[src/rtl/mem_port_arbiter.sv]
// mem_port_arbiter: shares one single-port synchronous RAM between the
// instruction fetch port (read-only) and the data memory port (read/write).
//
// Ports:
//   clk, rst              clock, asynchronous active-high reset
//   if_req, if_addr       fetch read request and PC
//   if_gnt                fetch read issued to the RAM this cycle
//   if_rvalid, if_rdata   instruction return, one cycle after if_gnt
//   stall_if              fetch must hold its PC (if_req & ~if_gnt)
//   flush                 redirect: kills this cycle's fetch grant and return
//   dm_req, dm_wr         data request, 1 = write / 0 = read
//   dm_addr, dm_wdata     data address and store data
//   dm_gnt                data access issued to the RAM this cycle
//   dm_rvalid, dm_rdata   load return, one cycle after a read dm_gnt
//   mem_addr, mem_data,
//   mem_wren, mem_q       shared RAM interface (mem_q = data for the address
//                         sampled on the previous rising edge)
module mem_port_arbiter #(
  parameter int unsigned ADDR_W     = 16,
  parameter int unsigned DATA_W     = 16,
  parameter int unsigned STARVE_MAX = 3
) (
  input  logic              clk,
  input  logic              rst,
  // fetch side
  input  logic              if_req,
  input  logic [ADDR_W-1:0] if_addr,
  output logic              if_gnt,
  output logic              if_rvalid,
  output logic [DATA_W-1:0] if_rdata,
  output logic              stall_if,
  input  logic              flush,
  // data side
  input  logic              dm_req,
  input  logic              dm_wr,
  input  logic [ADDR_W-1:0] dm_addr,
  input  logic [DATA_W-1:0] dm_wdata,
  output logic              dm_gnt,
  output logic              dm_rvalid,
  output logic [DATA_W-1:0] dm_rdata,
  // shared RAM
  output logic [ADDR_W-1:0] mem_addr,
  output logic [DATA_W-1:0] mem_data,
  output logic              mem_wren,
  input  logic [DATA_W-1:0] mem_q
);

  localparam int unsigned CNT_W = (STARVE_MAX < 1) ? 1 : $clog2(STARVE_MAX + 1);

  typedef enum logic [1:0] {
    OWN_NONE  = 2'd0,
    OWN_IF_RD = 2'd1,
    OWN_DM_RD = 2'd2
  } owner_t;

  owner_t           owner_q;
  logic [CNT_W-1:0] starve_q;
  logic [CNT_W-1:0] starve_d;

  logic if_ok;
  logic fetch_turn;
  logic if_gnt_w;
  logic dm_gnt_w;

  // Grant decision: data wins contention until fetch has waited STARVE_MAX
  // grants in a row; nothing is granted while reset is held.
  always_comb begin
    if_ok      = if_req & ~flush;
    fetch_turn = (starve_q == CNT_W'(STARVE_MAX));
    if_gnt_w   = 1'b0;
    dm_gnt_w   = 1'b0;
    if (!rst) begin
      if (if_ok && dm_req) begin
        if (fetch_turn) if_gnt_w = 1'b1;
        else            dm_gnt_w = 1'b1;
      end else if (if_ok) begin
        if_gnt_w = 1'b1;
      end else if (dm_req) begin
        dm_gnt_w = 1'b1;
      end
    end
  end

  // Starvation count: saturating count of data grants taken while fetch waits.
  always_comb begin
    starve_d = starve_q;
    if (if_gnt_w || !if_ok) begin
      starve_d = '0;
    end else if (dm_gnt_w && (starve_q != CNT_W'(STARVE_MAX))) begin
      starve_d = starve_q + CNT_W'(1);
    end
  end

  // Read owner tracker: remembers which side the RAM output belongs to next cycle.
  always_ff @(posedge clk or posedge rst) begin
    if (rst) begin
      owner_q  <= OWN_NONE;
      starve_q <= '0;
    end else begin
      starve_q <= starve_d;
      if (if_gnt_w) begin
        owner_q <= OWN_IF_RD;
      end else if (dm_gnt_w && !dm_wr) begin
        owner_q <= OWN_DM_RD;
      end else begin
        owner_q <= OWN_NONE;
      end
    end
  end

  // RAM drive: the fetch address parks on the bus whenever data is not granted.
  always_comb begin
    mem_addr = dm_gnt_w ? dm_addr : if_addr;
    mem_data = dm_wdata;
    mem_wren = dm_gnt_w & dm_wr;
  end

  // Read return; a flush also kills the fetch issued in the previous cycle.
  always_comb begin
    if_gnt    = if_gnt_w;
    dm_gnt    = dm_gnt_w;
    stall_if  = if_req & ~if_gnt_w;
    if_rvalid = (owner_q == OWN_IF_RD) & ~flush;
    dm_rvalid = (owner_q == OWN_DM_RD);
    if_rdata  = mem_q;
    dm_rdata  = mem_q;
  end

endmodule
[config.mk]
export PLATFORM = sky130hd
export DESIGN_NAME = mem_port_arbiter
export DESIGN_NICKNAME = d
export VERILOG_FILES = /design/src/rtl/mem_port_arbiter.sv
export SDC_FILE = /design/constraint.sdc
export NUM_CORES = 1
export LEC_CHECK = 0
export ABC_AREA = 0
export BUFFER_PORTS_ARGS = -buffer_cell sky130_fd_sc_hd__buf_2
export CORE_ASPECT_RATIO = 1.5
export CORE_MARGIN = 2
export CORE_UTILIZATION = 28
export CTS_CLUSTER_DIAMETER = 50
export DETAILED_ROUTE_END_ITERATION = 12
export PLACE_DENSITY_LB_ADDON = 0.15
export SLEW_MARGIN = 10
export SYNTH_ARGS = -nofsm -noshare
export SYNTH_HDL_FRONTEND = slang
export SYNTH_SLANG_ARGS = --single-unit
[constraint.sdc]
create_clock -name clk -period 1.9 [get_ports clk]
set_input_delay 0.095 -clock clk [delete_from_list [all_inputs] [get_ports clk]]
set_output_delay 0.095 -clock clk [all_outputs]
set_load 0.05 [all_outputs]
# [Word-level counts from Yosys, hierarchy flattened]
# Cells that the tools add are included.
[totals] register_bits=4 in_bits=70 out_inout_bits=70 word_cells=34
[op_classes] addsub=1 eq_ne=4 muxes=14 bitwise_logic=6 n_reduce_logical=7
[op_table] operator="two-way mux 16 bit" n=1
[op_table] operator="two-way mux 1 bit" n=9
[op_table] operator="two-way mux 2 bit" n=4
[op_table] operator="AND 1 bit" n=4
[op_table] operator="equality test 2 bit, second input constant" n=2
[op_table] operator="logical AND 1 bit" n=3
[op_table] operator="adder 2 x 1 -> 2 bit, second input constant" n=1
[op_table] operator="equality test 2 x 1 -> 1 bit, second input constant" n=1
[op_table] operator="zero test 1 bit" n=2
[op_table] operator="!= test 2 bit, second input constant" n=1
[op_table] operator="inverter 1 bit" n=2
[op_table] operator="nonzero test 2 bit" n=1
[op_table] operator="logical OR 1 bit" n=1

# [Longest topological paths before layout]
# Gate-level depths: netlist of the first run.
[logic_depth] ltp_word=8 depth_mapped=5 depth_no_buf=4

# [Least setup slack after synthesis of the first run]
# Ideal clock, no wire load.
[synth_path] path_kind="register -> register" startpoint="reg starve_q[0]" endpoint="reg owner_q[0]" setup_time_ns=0.245 arrival_ns=1.681 required_time_ns=1.655 path_slack_ns=-0.025 path_stages_with_launch=4 path_buffers=0 synth_period_minus_slack_ns=1.925 path_cell_list="dfrtp_1 ha_1 nor2b_1 nor3_1"
[synth_between] elab_chain_cells=5
[synth_rtl] element="from (decl)" line_no="57" source="logic [CNT_W-1:0] starve_q;"
[synth_rtl] element="from (signal assigned)" line_no="100" source="starve_q <= starve_d;"
[synth_rtl] element="equality test 2 bit" line_no="69" source="fetch_turn = (starve_q == CNT_W'(STARVE_MAX));"
[synth_rtl] element="two-way mux 1 bit" line_no="74" source="if (fetch_turn) if_gnt_w = 1'b1;"
[synth_rtl] element="two-way mux 1 bit" line_no="73" source="if (if_ok && dm_req) begin"
[synth_rtl] element="two-way mux 1 bit" line_no="72" source="if (!rst) begin"
[synth_rtl] element="via if_gnt" line_no="28" source="output logic if_gnt,"
[synth_rtl] element="two-way mux 2 bit" line_no="101" source="if (if_gnt_w) begin"
[synth_rtl] element="to (signal assigned)" line_no="102" source="owner_q <= OWN_IF_RD;"
[synth_rtl] element="to (signal assigned)" line_no="104" source="owner_q <= OWN_DM_RD;"
[synth_rtl] element="to (signal assigned)" line_no="106" source="owner_q <= OWN_NONE;"
[synth_rtl] element="to (decl)" line_no="56" source="owner_t owner_q;"
# The timed path passes the listed nets, and every way through them passes these cells.
# A chain may end at the register's enable or synchronous reset.

# [Worst setup path in the final report of the first run]
[layout_path] startpoint="reg starve_q[0]" endpoint="out mem_addr[13]"
[layout_between] elab_chain_cells=5
[layout_rtl] element="equality test 2 bit" line_no="69"
[layout_rtl] element="two-way mux 1 bit" line_no="74"
[layout_rtl] element="two-way mux 1 bit" line_no="73"
[layout_rtl] element="two-way mux 1 bit" line_no="72"
[layout_rtl] element="two-way mux 16 bit" line_no="113" source="mem_addr = dm_gnt_w ? dm_addr : if_addr;"
[layout_rtl] element="to (decl)" line_no="42" source="output logic [ADDR_W-1:0] mem_addr,"
# Every way passes these cells.

==> impl_summary.txt, run 1 <==
----------------------------------------------------
[Place]
  Dpl cell area ... roughly 810 um2
  Port Buf Inserts ... 59
  Post-DP HPWL ... 1351 um
  Routability congestion estimate ... approximately 0.66

[GRT]
  Largest net degree at the start of global routing ... 20
  Global router's overall resource usage ... a little under a tenth
  Global-route wire length before repair ... 2304 um
  Number of global-route vias before repair ... approximately 550
  Antenna violations before repair ... 0
  Overall overflow remaining after global route ... 0

[Timing]
  Maximum clock skew at final layout ... between 0.0015 and 0.002 ns
  Slew Limit Headroom ... 80.39%
  Worst slew pin tran ... a little under 0.3 ns
  Setup repair after global routing missed its margin ... yes
  Number of failing hold endpoints at the final stage ... 0
  Total of endpoints with negative setup slack in the final report ... 0
  Highest achievable clock rate ... about 0.54 GHz
  Post-route clock period utilization ... ~98%
  Shortest period the worst path allows ... about 1.9 ns
  Slew Limit Fails ... 0
  Worst hold margin ... 0.05854 ns
  Final-layout setup total negative slack ... 0 ns

[Synthesis]
  Number of instances in the synthesized netlist ... between 80 and 90
  Share of the synthesized area in compound gates (AO/OA/AOI/OAI) ... between 5 and 6%
  Multiplexer share of the synthesized area ... approximately 25%
  Xor/xnor share of the synthesized area ... 0%
  Dominant combinational cell family by area after synthesis ... buffers and inverters
  Adder-cell share of the synthesized area ... roughly 1.5%
  Syn. warnings ... 0
  Number of library cell types mapped by synthesis ... 18
  Sequential area share after synthesis ... roughly an eighth
  Average size of a mapped cell ... about 9.3 um2
  Cell Area, Synth ... 823.3 um2
  Fraction of the mapped netlist area in simple logic gates ... under 10%
  Synthesis-stage register bit count ... 4
  Syn Nets ... 160

[Power and ir drop]
  Total design power ... slightly below 600 uW
  Pwr/cell area ... between 500 and 600 nW/um2
  Worst VDD drop ... about 0.2 mV
  Lkg Pwr ... about 0.6 nW

[Clock tree]
  Clk root buf ... sky130_fd_sc_hd__clkbuf_8
  Clock-pin slew on the worst setup and hold paths ... around 0.03 ns
  H-tree Lvls ... 1
  TritonCTS Buffers ... 3
  Clock sink count ... 4
  Clock tree buffer depth ... 2
  TritonCTS clock tree ... built
  Clock latency on the worst-skew pair ... 0.21 ns

[Route]
  Via count ... around 610
  Remaining antenna violation count ... 0
  Starting DRT DRC Count ... 9
  First drt pass iteration count ... 2
  Vias/cell ... ~4.2
  Detail-routed net length per standard cell ... between 10 and 15 um
  DRC violations left ... 0
  Post-detailed-routing wire length ... 1866 um

[Critical path]
  Max Fanout on Critical Path ... 5
  Type of destination of the critical path ... output port
  Type of the worst setup path ... flop to output port
  Arrival time at the worst endpoint ... 1.76 ns
  Capture point of the worst reg-to-reg path ... owner_q[1]$_DFF_PP0_
  Data required time at the worst endpoint ... ~1.8 ns
  Kind of start point of the critical path ... flop
  Worst reg2reg setup slack ... ~0.66 ns
  Beginning of the worst register-to-register path ... starve_q[0]$_DFFE_PP0P_
  Cell depth of the worst flop-to-flop path ... 5

[Worst hold path]
  Hold endpoint ... owner_q[1]$_DFF_PP0_
  Worst Hold Depth ... 2
  Class of the tightest hold or removal check ... input pin to flop
  Worst Min Path Start ... dm_wr

[Run]
  Max-cap viol count ... 0

[Die]
  Cell row count ... 24
  Starting density of the core ... between 20% and 30%
  Die footprint ... about 3400 um2
  Width of the die ... between 40 and 50 um
  Chip Height ... 70.41 um
  Area of the core region ... between 2000 and 3000 um2
  Number of ports placed on the die boundary ... between 100 and 150

[Finish]
  Number of inserted filler cells in the final layout ... about 300
  Final cell utilization of the core ... ~37%
  N_diodes ... 0
  Post-route cell area ... 1064 um2
  Synth-to-Final Area Change ... 29.18%
  Commonest non-fill, non-tap cell in the layout ... sky130_fd_sc_hd__buf_2
  Layout Nets ... between 150 and 200
  Most used cells in the layout excluding fill and tap cells ... sky130_fd_sc_hd__buf_2, sky130_fd_sc_hd__buf_6, sky130_fd_sc_hd__mux2_4
  Share of layout cells above drive strength 1 ... between 80% and 90%

[Run status]
  Status ... complete, no violations

----------------------------------------------------
==> sequential cells by signal, indices dropped and copies added, names as in the netlist <==
register,cells
starve_q,2
owner_q,2
==> worst max-delay path by stage <==
stage                                        from            to  slack (ns)
after global placement    starve_q[0]$_DFFE_PP0P_   mem_addr[1]        0.25
final                     starve_q[0]$_DFFE_PP0P_  mem_addr[13]        0.04
after global routing      starve_q[0]$_DFFE_PP0P_  mem_addr[10]       -0.04
after CTS                 starve_q[0]$_DFFE_PP0P_   mem_addr[2]      0.0001
after floorplan           starve_q[0]$_DFFE_PP0P_      mem_wren        0.14
after detailed placement  starve_q[0]$_DFFE_PP0P_  mem_addr[12]        0.23
==> per-layer routing <==
metal  routed length (um)  vias up  global-route usage [%]
met5                    0        -                       0
met4                   63        0                   7.808
met3                  195       15                   4.651
met2                 1052       37                   15.35
met1                  555      281                   8.044
li1                     -      281                       -
==> metrics by stage <==
stage / worst slack [ns] / cells
after global placement: 0.2509 / 139
after CTS: 0.0001166 / 143
after floorplan: 0.1379 / 89
after detailed placement: 0.2261 / 139
final: 0.04140 / 146
after global routing: -0.03991 / 146
==> critical path, stage by stage, from the launching register on <==
cell	delay [ns]
sky130_fd_sc_hd__dfrtp_1	0.39
sky130_fd_sc_hd__ha_4	0.16
sky130_fd_sc_hd__inv_2	0.04
sky130_fd_sc_hd__o211ai_4	0.26
sky130_fd_sc_hd__clkbuf_16	0.22
sky130_fd_sc_hd__mux2_4	0.31
sky130_fd_sc_hd__buf_8	0.15
==> logic make-up (layout without fill, tap and decap cells) <==
logic type      after synthesis  in the layout
compound gates                4              4
flops                         4              4
fa+ha+maj                     1              1
simple gates                 11             11
buf+inv                      53             71
mux                          16             16
==> cell type report <==
| type | instances | area, um2 | share of cell area (%) |
|---|---|---|---|
| well taps | 39 | 48.80 | 4.588 |
| repair buffers | 64 | 498.0 | 46.82 |
| flip-flops and latches | 4 | 100.1 | 9.412 |
| inverters | 4 | 15.01 | 1.412 |
| clock buffers | 3 | 41.29 | 3.882 |
| multi-input cells | 32 | 360.3 | 33.88 |
==> what timing repair did <==
item / 4_1_cts / 5_1_grt
gates cloned: 0 / 2
endpoints found under the hold margin: 4 / 0
endpoints found under the setup margin: 6 / 16
hold buffers: 1 / 0
resized for setup: 6 / 47
setup buffers: 0 / 1
pin swaps: 0 / 2
==> report_power, final <==
group	switching, mW	internal (mW)
registers	0.00142	0.0879
logic	0.176	0.144
clock network	0.0394	0.135
total	0.217	0.367
==> Yosys cell counts (all sizes together) <==
library cell  number  share of area [%]
nand2b             1                1.7
nor3               1               0.61
a21oi              2                1.2
dfrtp              4                 12
nor4b              1                1.1
o211ai             1                2.6
inv                4                1.8
mux2              16                 25
nand3              1               0.61
o31a               1                1.2
nor2               3                1.4
ha                 1                1.5
nand2              1               0.46
nor3b              1               0.91
nor2b              2                1.5
buf               49                 46
Power figures use the tool's default switching activity.
==> inputs of run 2 (changes only) <==
CORE_UTILIZATION = 25   (was 28)
clock period = 1.7 ns   (was 1.9 ns; I/O delays follow)
==> run 2 against run 1 <==
The run now ends with setup timing left. Via count grew 6.7%. Clock skew about the same. Sequential power rose by 11%. Count of clock-buffer cells in the layout stayed put. Combinational power is 25% higher. Sequential cell count unchanged. Wire length increased by 15%.
==> impl_summary.txt, run 2 (synthesis gave the netlist of run 1 again) <==
----------------------------------------------------
[Run status]
  Status ... finished, violations left (was complete, no violations)
  Failing checks ... setup timing

[Power and ir drop]
  Pwr/cell area ... 580.1 nW/um2 (was 548.4 nW/um2)
  Total design power ... 691.7 uW (was 583.3 uW)
  Worst VDD drop ... 0.2876 mV (was 0.2011 mV)
  Lkg Pwr ... 0.6607 nW (was 0.5843 nW)

[Timing]
  Number of failing hold endpoints at the final stage ... 0 (unchanged)
  Final-layout setup total negative slack ... -1.548 ns (was 0 ns)
  Setup repair after global routing missed its margin ... yes (unchanged)
  Fin worst setup slack ... -0.1268 ns (was 0.04140 ns)
  Slew Limit Fails ... 0 (unchanged)
  Shortest period the worst path allows ... between 1.5 and 2 ns
  Worst hold margin ... 0.04361 ns (was 0.05854 ns)
  Total of endpoints with negative setup slack in the final report ... 16 (was 0)
  Worst slew pin tran ... 0.2702 ns (was 0.2928 ns)
  Post-route clock period utilization ... 107.5%
  Highest achievable clock rate ... 0.5474 GHz
  Slew Limit Headroom ... 81.74% (was 80.39%)
  Maximum clock skew at final layout ... 0.001781 ns (was 0.001958 ns)

[Critical path]
  Type of the worst setup path ... flop to output port (unchanged)
  Critical Path Slowest Stage Cell ... sky130_fd_sc_hd__dfrtp_1 (unchanged)
  Maximum cell stage delay along the critical path ... 0.35 ns (was 0.39 ns)
  Cell breakdown of the critical path ... ha_2 -> inv_2 -> o211ai_4 -> buf_6 -> buf_12 -> mux2_4 -> buf_8 (was ha_4 -> inv_2 -> o211ai_4 -> clkbuf_16 -> mux2_4 -> buf_8)
  Max Fanout on Critical Path ... 5 (unchanged)
  Kind of start point of the critical path ... flop (unchanged)
  Type of destination of the critical path ... output port (unchanged)
  Data required time at the worst endpoint ... 1.62 ns (was 1.80 ns)
  Arrival time at the worst endpoint ... 1.74 ns (was 1.76 ns)

[Finish]
  N_diodes ... 0 (unchanged)
  Synth-to-Final Area Change ... 44.83% (was 29.18%)
  Number of inserted filler cells in the final layout ... 313 (was 299)
  Share of layout cells above drive strength 1 ... 85.09% (was 82.24%)
  Largest registers ... owner_q: 2 flops, starve_q: 2 flops (unchanged)
  Final cell utilization of the core ... 37.74% (was 37.28%)
  Commonest non-fill, non-tap cell in the layout ... sky130_fd_sc_hd__buf_2 (unchanged)
  Layout Nets ... 187 (was 180)
  Most used cells in the layout excluding fill and tap cells ... sky130_fd_sc_hd__buf_2, sky130_fd_sc_hd__mux2_4, sky130_fd_sc_hd__buf_8 (was sky130_fd_sc_hd__buf_2, sky130_fd_sc_hd__buf_6, sky130_fd_sc_hd__mux2_4)
  Post-route cell area ... 1192 um2 (was 1064 um2)
  Non-filler cells in the finished layout ... 154 (was 146)

[Place]
  Port Buf Inserts ... 59 (unchanged)
  Minimum setup slack after placement ... 0.03578 ns (was 0.2261 ns)
  Number of placed instances with taps included ... 142 (was 139)
  Post-DP HPWL ... 1493 um (was 1351 um)
  Dpl cell area ... 843.3 um2 (was 812.0 um2)
  Routability congestion estimate ... 0.6656 (was 0.6617)

[GRT]
  Number of global-route vias before repair ... 704 (was 553)
  Overall overflow remaining after global route ... 0 (unchanged)
  Largest net degree at the start of global routing ... 7 (was 20)
  Antenna violations before repair ... 0 (unchanged)
  Global-route wire length before repair ... 3263 um (was 2304 um)
  Global router's overall resource usage ... 11.82% (was 9.579%)

[Worst hold path]
  Class of the tightest hold or removal check ... input pin to flop (unchanged)

[Route]
  Remaining antenna violation count ... 0 (unchanged)
  Starting DRT DRC Count ... 4 (was 9)
  DRC violations left ... 0 (unchanged)
  First drt pass iteration count ... 4 (was 2)
  Detail-routed net length per standard cell ... 13.93 um (was 12.78 um)
  Via count ... 655 (was 614)
  Post-detailed-routing wire length ... 2145 um (was 1866 um)
  Vias/cell ... 4.253 (was 4.205)

[Clock tree]
  Clock tree buffer depth ... 2 (unchanged)
  TritonCTS Buffers ... 3 (unchanged)
  H-tree Lvls ... 1 (unchanged)
  Clock-pin slew on the worst setup and hold paths ... 0.03 ns (about the same)
  Clock sink count ... 4 (unchanged)
  Clk root buf ... sky130_fd_sc_hd__clkbuf_8 (unchanged)
  Clock latency on the worst-skew pair ... 0.21 ns (about the same)
  TritonCTS clock tree ... built (unchanged)

[Die]
  Number of ports placed on the die boundary ... 140 (unchanged)
  Width of the die ... 50.86 um (was 48.28 um)
  Starting density of the core ... 26.06% (was 28.86%)
  Area of the core region ... 3159 um2 (was 2853 um2)
  Chip Height ... 74.29 um (was 70.41 um)
  Die footprint ... 3778 um2 (was 3399 um2)
  Cell row count ... 25 (was 24)

[Run]
  Max-cap viol count ... 0 (unchanged)

----------------------------------------------------
## run 2: cell types whose count changed in the layout (fill, tap and decap cells not counted), moves of 2 or more
cell / delta
sky130_fd_sc_hd__buf_2: -2
sky130_fd_sc_hd__mux2_2: -5
sky130_fd_sc_hd__buf_6: -3
sky130_fd_sc_hd__mux2_4: +5
sky130_fd_sc_hd__buf_4: +4
sky130_fd_sc_hd__buf_12: +2
sky130_fd_sc_hd__buf_8: +7
sky130_fd_sc_hd__clkbuf_16: -2
## run 2: what timing repair did
action                                  4_1_cts  5_1_grt
endpoints found under the hold margin         4        0
setup buffers                                 7        0
hold buffers                                  1        0
cloned                                        1        0
resized for setup                            60        4
endpoints found under the setup margin       16       19
pin swaps                                     2        0
## run 2: cell type report
type,count,area [um2],share of cell area (%)
Multi-Input combinational cell,32,379.1,31.79
Clock buffer,3,41.29,3.463
Timing Repair Buffer,71,606.8,50.89
Inverter,4,15.01,1.259
Tap cell,40,50.05,4.197
Sequential cell,4,100.1,8.395
## run 2: power breakdown
group	switching (mW)	internal, mW	leakage [nW]
Clock	0.0413	0.150	0.0216
Sequential	0.00110	0.0983	0.0548
Combinational	0.208	0.193	0.584
## run 2: final timing paths
kind | start | end | slack, ns | depth (start not counted)
worst max-delay path | starve_q[1]$_DFFE_PP0P_ | mem_addr[13] | -0.13 | 7
max in group asynchronous | rst | starve_q[0]$_DFFE_PP0P_ | 1.09 | 4
worst max register to register | starve_q[1]$_DFFE_PP0P_ | owner_q[1]$_DFF_PP0_ | 0.30 | 8
min in group asynchronous | rst | owner_q[0]$_DFF_PP0_ | 0.50 | 4
worst min register to register | starve_q[1]$_DFFE_PP0P_ | starve_q[1]$_DFFE_PP0P_ | 0.53 | 2
worst min-delay path | dm_wr | owner_q[1]$_DFF_PP0_ | 0.04 | 2
## run 2: routing by layer
metal / GRT usage [%] / routed length, um
met1: 11.17 / 636
met2: 19.74 / 1159
met3: 4.618 / 230
met4: 10.51 / 119
met5: 0 / 0
## run 2: critical path, delay by kind of cell, from the launching register on
kind	cells	cell delay (ns)
flops	1	0.35
buf+inv	4	0.47
fa+ha+maj	1	0.19
mux	1	0.31
compound gates	1	0.20
